$ cat config.mk
export PLATFORM = sky130hd
export DESIGN_NAME = mask_morph3x3
export DESIGN_NICKNAME = d
export VERILOG_FILES = /design/src/rtl/mask_morph3x3.sv
export SDC_FILE = /design/constraint.sdc
export NUM_CORES = 1
export LEC_CHECK = 0
export ABC_AREA = 1
export CAP_MARGIN = 20
export CELL_PAD_IN_SITES_DETAIL_PLACEMENT = 1
export CELL_PAD_IN_SITES_GLOBAL_PLACEMENT = 1
export CORE_ASPECT_RATIO = 2
export CORE_MARGIN = 5
export CORE_UTILIZATION = 35
export CTS_BUF_LIST = sky130_fd_sc_hd__clkbuf_8
export CTS_CLUSTER_DIAMETER = 120
export DETAILED_ROUTE_END_ITERATION = 6
export GPL_ROUTABILITY_DRIVEN = 0
export PLACE_DENSITY_LB_ADDON = 0.1
export SYNTH_ARGS = -nofsm -noshare
export SYNTH_HDL_FRONTEND = slang
export SYNTH_SLANG_ARGS = --single-unit
export TNS_END_PERCENT = 100
$ cat constraint.sdc
create_clock -name clk -period 8.89 [get_ports clk]
set_clock_uncertainty 0.15 [all_clocks]
set_input_delay 1.778 -clock clk [delete_from_list [all_inputs] [get_ports clk]]
set_output_delay 1.778 -clock clk [all_outputs]
set_load 0.02 [all_outputs]
$ cat src/rtl/mask_morph3x3.sv
// Streaming 3x3 erode (or, with MASK_DILATE_EN, erode/dilate) on a 1-bit mask.
// Syncs and pixels leave aligned with the filtered mask, H_TOTAL+2 clocks later.
module mask_morph3x3 #(
   parameter int IMG_W   = 64,
   parameter int IMG_H   = 64,
   parameter int H_TOTAL = 80
) (
   input  logic        clk,
   input  logic        rst_n,
`ifdef MASK_DILATE_EN
   input  logic        mode,
`endif
   input  logic        de,
   input  logic        hsync,
   input  logic        vsync,
   input  logic        mask_in,
   input  logic [23:0] pixel_in,
   output logic        de_out,
   output logic        hsync_out,
   output logic        vsync_out,
   output logic        mask_out,
   output logic [23:0] pixel_out
);

   localparam int FILL = H_TOTAL + 2;
   localparam int CW   = $clog2(FILL + 1);
   localparam int PW   = $clog2(H_TOTAL);
   localparam int DW   = 27;
   // An active line that does not fit in the total line can never be filtered
   localparam bit GEOM_OK = (IMG_W < H_TOTAL) && (IMG_H > 0);

   logic [CW-1:0] cnt_q, cnt_d;
   logic [PW-1:0] ptr_q, ptr_d;
   logic [2:0]    col1_q, col1_d;
   logic [2:0]    col2_q, col2_d;
   logic          mask_q, mask_d;

   logic          lb1_q [H_TOTAL];
   logic          lb2_q [H_TOTAL];
   logic [DW-1:0] dly_q [FILL];

   logic          filled;
   logic          lb_ok;
   logic          v;
   logic          tap1;
   logic          tap2;
   logic [2:0]    col0;
   logic [8:0]    win;
   logic          win_and;
   logic          m;
`ifdef MASK_DILATE_EN
   logic          win_or;
`endif

   always_comb begin
      filled = (cnt_q == CW'(FILL));
      // Line slots not yet rewritten since reset read as zero padding
      lb_ok  = GEOM_OK && (cnt_q >= CW'(H_TOTAL));
      v      = mask_in & de;
      tap1   = lb1_q[ptr_q] & lb_ok;
      tap2   = lb2_q[ptr_q] & lb_ok;
      col0   = {tap2, tap1, v};
      win    = {col0, col1_q, col2_q};
   end

   always_comb begin
      cnt_d  = filled ? cnt_q : cnt_q + 1'b1;
      ptr_d  = (ptr_q == PW'(H_TOTAL - 1)) ? '0 : ptr_q + 1'b1;
      col1_d = col0;
      col2_d = col1_q;
   end

   always_comb begin
      win_and = &win;
`ifdef MASK_DILATE_EN
      win_or  = |win;
      m       = mode ? win_or : win_and;
`else
      m       = win_and;
`endif
      mask_d  = m & dly_q[FILL-2][DW-1];
   end

   always_ff @(posedge clk or negedge rst_n) begin
      if (!rst_n) begin
         cnt_q  <= '0;
         ptr_q  <= '0;
         col1_q <= '0;
         col2_q <= '0;
         mask_q <= 1'b0;
      end else begin
         cnt_q  <= cnt_d;
         ptr_q  <= ptr_d;
         col1_q <= col1_d;
         col2_q <= col2_d;
         mask_q <= mask_d;
      end
   end

   // Storage only; fill-counter gating hides stale contents after reset
   always_ff @(posedge clk) begin
      lb1_q[ptr_q] <= v;
      lb2_q[ptr_q] <= tap1;
      dly_q[0]     <= {de, hsync, vsync, pixel_in};
      for (int i = 1; i < FILL; i++) begin
         dly_q[i] <= dly_q[i-1];
      end
   end

   always_comb begin
      de_out    = dly_q[FILL-1][26] & filled;
      hsync_out = dly_q[FILL-1][25] & filled;
      vsync_out = dly_q[FILL-1][24] & filled;
      pixel_out = dly_q[FILL-1][23:0] & {24{filled}};
      mask_out  = mask_q & filled;
   end

endmodule
; Word-level counts from Yosys, hierarchy flattened
; Memories as Yosys holds them, arrays and structs flattened.
; Cells that the tools add are included.
[word_totals]
input_bits = 30
ramBits = 2374
word_cells = 24
memories = 3
regBits = 21
[op_classes]
bitwise = 9
order_cmp = 1
n_reduce_logical = 1
eq_ne = 2
add_sub_neg = 2
muxes = 1
[mem_list]
columns = memory, depth, width, read_ports, rd_ports_with_merged_regs, write_ports, line_no
row1 = dly_q, 82, 27, 82, 0, 82, 40  ; logic [DW-1:0] dly_q [FILL];
row2 = lb1_q, 80, 1, 1, 0, 1, 38  ; logic lb1_q [H_TOTAL];
row3 = lb2_q, 80, 1, 1, 0, 1, 39  ; logic lb2_q [H_TOTAL];
[op_table]
columns = op, n
row1 = AND 24 bit, 1
row2 = adder 7 x 1 -> 7 bit (second input constant), 2
row3 = equality test 7 bit (second input constant), 2
row4 = AND reduction 9 bit, 1
row5 = AND 1 bit, 8
row6 = greater-or-equal comparator 7 bit (second input constant), 1
row7 = 2-to-1 mux 7 bit, 1

; Depth between registers and ports, before layout
[logic_depth]
word_depth = 4
mapped_depth = 16

; Worst setup path before layout
; No wires, ideal clock.
[synth_timing]
path_type = register to output
from = register cnt_q[0]
to = output pixel_out[10]
t_required_ns = 6.962
path_slack_ns = 5.477
stages_incl_launch_ff = 8
path_buffers = 1
arrival_time_ns = 1.485
path_cell_list = dfrtp_1 > inv_1 > ha_1 > nor3b_1 > and2_1 > inv_1 > clkbuf_1 > nor2_1
[synth_between]
elab_chain_len = 2
[synth_lines]
columns = element, line_no
row1 = "start, declared", 32  ; logic [CW-1:0] cnt_q, cnt_d;
row2 = "start signal, assigned", 92  ; cnt_q <= cnt_d;
row3 = equality test 7 bit, 56  ; filled = (cnt_q == CW'(FILL));
row4 = AND 24 bit, 114  ; pixel_out = dly_q[FILL-1][23:0] & {24{filled}};
row5 = "end, declared", 22  ; output logic [23:0] pixel_out
; No other way between the ends.

; Final worst setup path
[layout_timing]
from = register cnt_q[0]
to = output hsync_out
[layout_between]
elab_chain_len = 2
[layout_lines]
columns = element, line_no
row1 = equality test 7 bit, 56
row2 = AND 1 bit, 112  ; hsync_out = dly_q[FILL-1][25] & filled;
row3 = "end, declared", 19  ; output logic hsync_out,
; No other way between the ends.

==> results.tsv <==
metric	value	unit
status	finished clean	
Syn Inst Count	3064	
setup slack, reg-to-reg	4.69	ns
DR vias/cell	3.87	
Hold/Removal Path Class	flip-flop to flip-flop	
CP top delay family	buffers and inverters	
Mapped Nets	3098	
Area Growth Syn to Fin	17.7	%
Critical Path Source Type	flip-flop	
synth warn	0	
overall via count from detail_route	21600	
final worst setup slack	3.72	ns
Slew headroom	28.9	%
Leak	0.0254	uW
row count	201	
Total Wirelength	66.7	mm
CP cell instances	inv_1, ha_1, nor3b_1, and2_1, inv_1, nor2_1, clkdlybuf4s50_1	
Crit path buffers/inverters	3	
library cells used by synthesis	33	
worst-case clock buffer depth	4	
CP max stage delay	0.64	ns
slowest library cell on the worst path	clkdlybuf4s50_1	
Fin. Hold Viols	0	
number of flops mapped to enable cells by yosys	160	
most frequent cells in the layout	dfxtp_1 (2214), clkbuf_8 (403), nand2_1 (307)	
period utilization	58.2	%
setup bufs post-CTS	0	
HPWL after DPL	33.6	mm
area share of fa/ha/maj cells after synthesis	0.0952	%
root buffer cell	clkbuf_8	
Skew-Pair Late Insertion Delay	0.83	ns
power per cell area	312	mW/mm2
syn_area_per_cell	17.2	um2
Num CTS Buffers	324	
Antenna Nets Post-Route	0	
worst hold start	dly_q[1][54]	
H-tree lvl count	5	
asr flop ratio synth	0.877	%
post-synthesis xor/xnor area fraction	0.117	%
Setup CP Type	flip-flop to output pin	
Overall Power	19300	uW
#FFs+latches synth	2395	
Die X	284	um
CTS tree	done	
CTS sink cnt	2395	
Critical R2R Capture	lb2_q[20]	
Slew @ Worst Pin	1.07	ns
Main synth FF type	dfxtp_1	
Setup WS pre-CTS	4.46	ns
vias in the first global route	23900	
final setup fails	0	
Synth Area in Compound Gates	0.159	%
count of input and output buffers	57	
VDD IR-drop max	0.128	mV
pin count of the biggest net entering global routing	97	
GRT overflow	0	
unrepaired setup endpoints after global routing	false	
DRC viols	0	
hold_buf cts	0	
I/O Pins	58	
total track usage	8.59	%
Max Cap Violations	0	
Die Ht	558	um
crit path from	cnt_q[0]	
post-synthesis sequential area ratio	94.4	%
DP Area	0.0553	mm2
f_max	0.193	GHz
fraction of layout cells with a size suffix above 1	13.2	%
core box area	0.150	mm2
CP max FO	30	
commonest non-fill, non-tap cell in the layout	dfxtp_1	
Slew Viols, Final	0	
wire length per cell	11.9	um
main combinational cell family by area after synthesis	simple AND/OR/NAND/NOR gates	
Final Net Count	3450	
CP dominant cell by count	inv_1	
global-route wire length before repair	114	mm
min Tclk post-route	5.17	ns
mux contribution to synthesized area	0	%
Hold EP	dly_q[1][81]	
reg2reg start	ptr_q[0]	
worst hold stages	0	
CP arrival	3.24	ns
Setup crit end kind	output pin	
TNS Setup	0	ns
die area	0.159	mm2
post_cts resized	0	
R2R cell count	13	
Pre-antenna DRT Iters	4	
Clock transition at path regs	0.06	ns
initial antenna violation count	2	
Critical Path RT	6.96	ns
mapped cell area	0.0526	mm2
post-synthesis simple-gate area fraction	4.20	%
Starting DRT DRC Count	763	
post-route cell area	0.0619	mm2
Initial Util	35.1	%
## registers in the layout, summed over array words and instances, names as in the netlist
register	flops
cnt_q	7
ptr_q	7
lb1_q	80
col2_q	3
mask_q	1
dly_q	2214
col1_q	3
lb2_q	80
## stage by stage
step	utilization [%]	instances	hold WS [ns]
2_1_floorplan	-	3064	0.160
3_3_place_gp	37.0	5017	0.159
3_5_place_dp	37.0	5017	0.163
4_1_cts	41.3	5591	0.130
5_1_grt	41.4	5594	0.128
6_report	41.4	5594	0.134
## worst reg2reg max path, delay by kind of cell, from the launching register on
kind | cells | cell delay, ns
flops | 1 | 0.34
simple gates | 10 | 1.35
buf+inv | 3 | 1.97
## logic make-up after synthesis
kind of cell | count (synthesis)
compound gates | 16
fa+ha+maj | 4
xor+xnor | 7
simple gates | 540
flops | 2395
buf+inv | 102
## synth_stat cells (all sizes together) (2+ instances only)
| master | n | area (um2) |
|---|---|---|
| dfxtp | 2214 | 44300 |
| nand2 | 308 | 1160 |
| edfxtp | 160 | 4800 |
| nor2 | 145 | 576 |
| inv | 66 | 253 |
| nand3 | 59 | 300 |
| buf | 30 | 244 |
| dfrtp | 21 | 526 |
| o21ai | 9 | 45.0 |
| nand4 | 8 | 50.1 |
| or2 | 8 | 50.1 |
| clkbuf | 6 | 22.5 |
| nor3 | 6 | 30.0 |
| xor2 | 6 | 52.6 |
| a21oi | 5 | 25.0 |
| ha | 4 | 50.1 |
| and2 | 2 | 12.5 |
| nor3b | 2 | 15.0 |
## worst max-delay path by stage
stage / end / slack (ns) / cells after the start
2_1_floorplan: pixel_out[10] / 5.48 / 7
3_3_place_gp: pixel_out[19] / 4.55 / 7
3_5_place_dp: hsync_out / 4.46 / 7
4_1_cts: hsync_out / 3.47 / 7
5_1_grt: hsync_out / 3.38 / 7
6_report: hsync_out / 3.72 / 7
## where the power goes
| part | switching, uW | internal (uW) | leakage, uW |
|---|---|---|---|
| combinational | 9.54 | 12.5 | 0.00180 |
| sequential | 68.5 | 11200 | 0.0199 |
| clock | 3740 | 4310 | 0.00374 |
## final cells by class
class                           count  area (um2)
Timing Repair Buffer               62         628
Inverter                           66         253
Clock inverter                    171         976
Fill cell                       14700       87800
Antenna cell                        2        5.00
Clock buffer                      403        5550
Sequential cell                  2395       49700
Multi-Input combinational cell    567        2400
Tap cell                         1928        2410
## layer usage
metal	vias to the layer above	part of all wire, %	track usage, %
li1	10300	-	-
met1	10600	38	8.53
met2	469	52	15.4
met3	270	5.7	2.72
met4	0	4.9	5.57
met5	-	0	0
No activity file was read; power rests on OpenSTA's default activity.
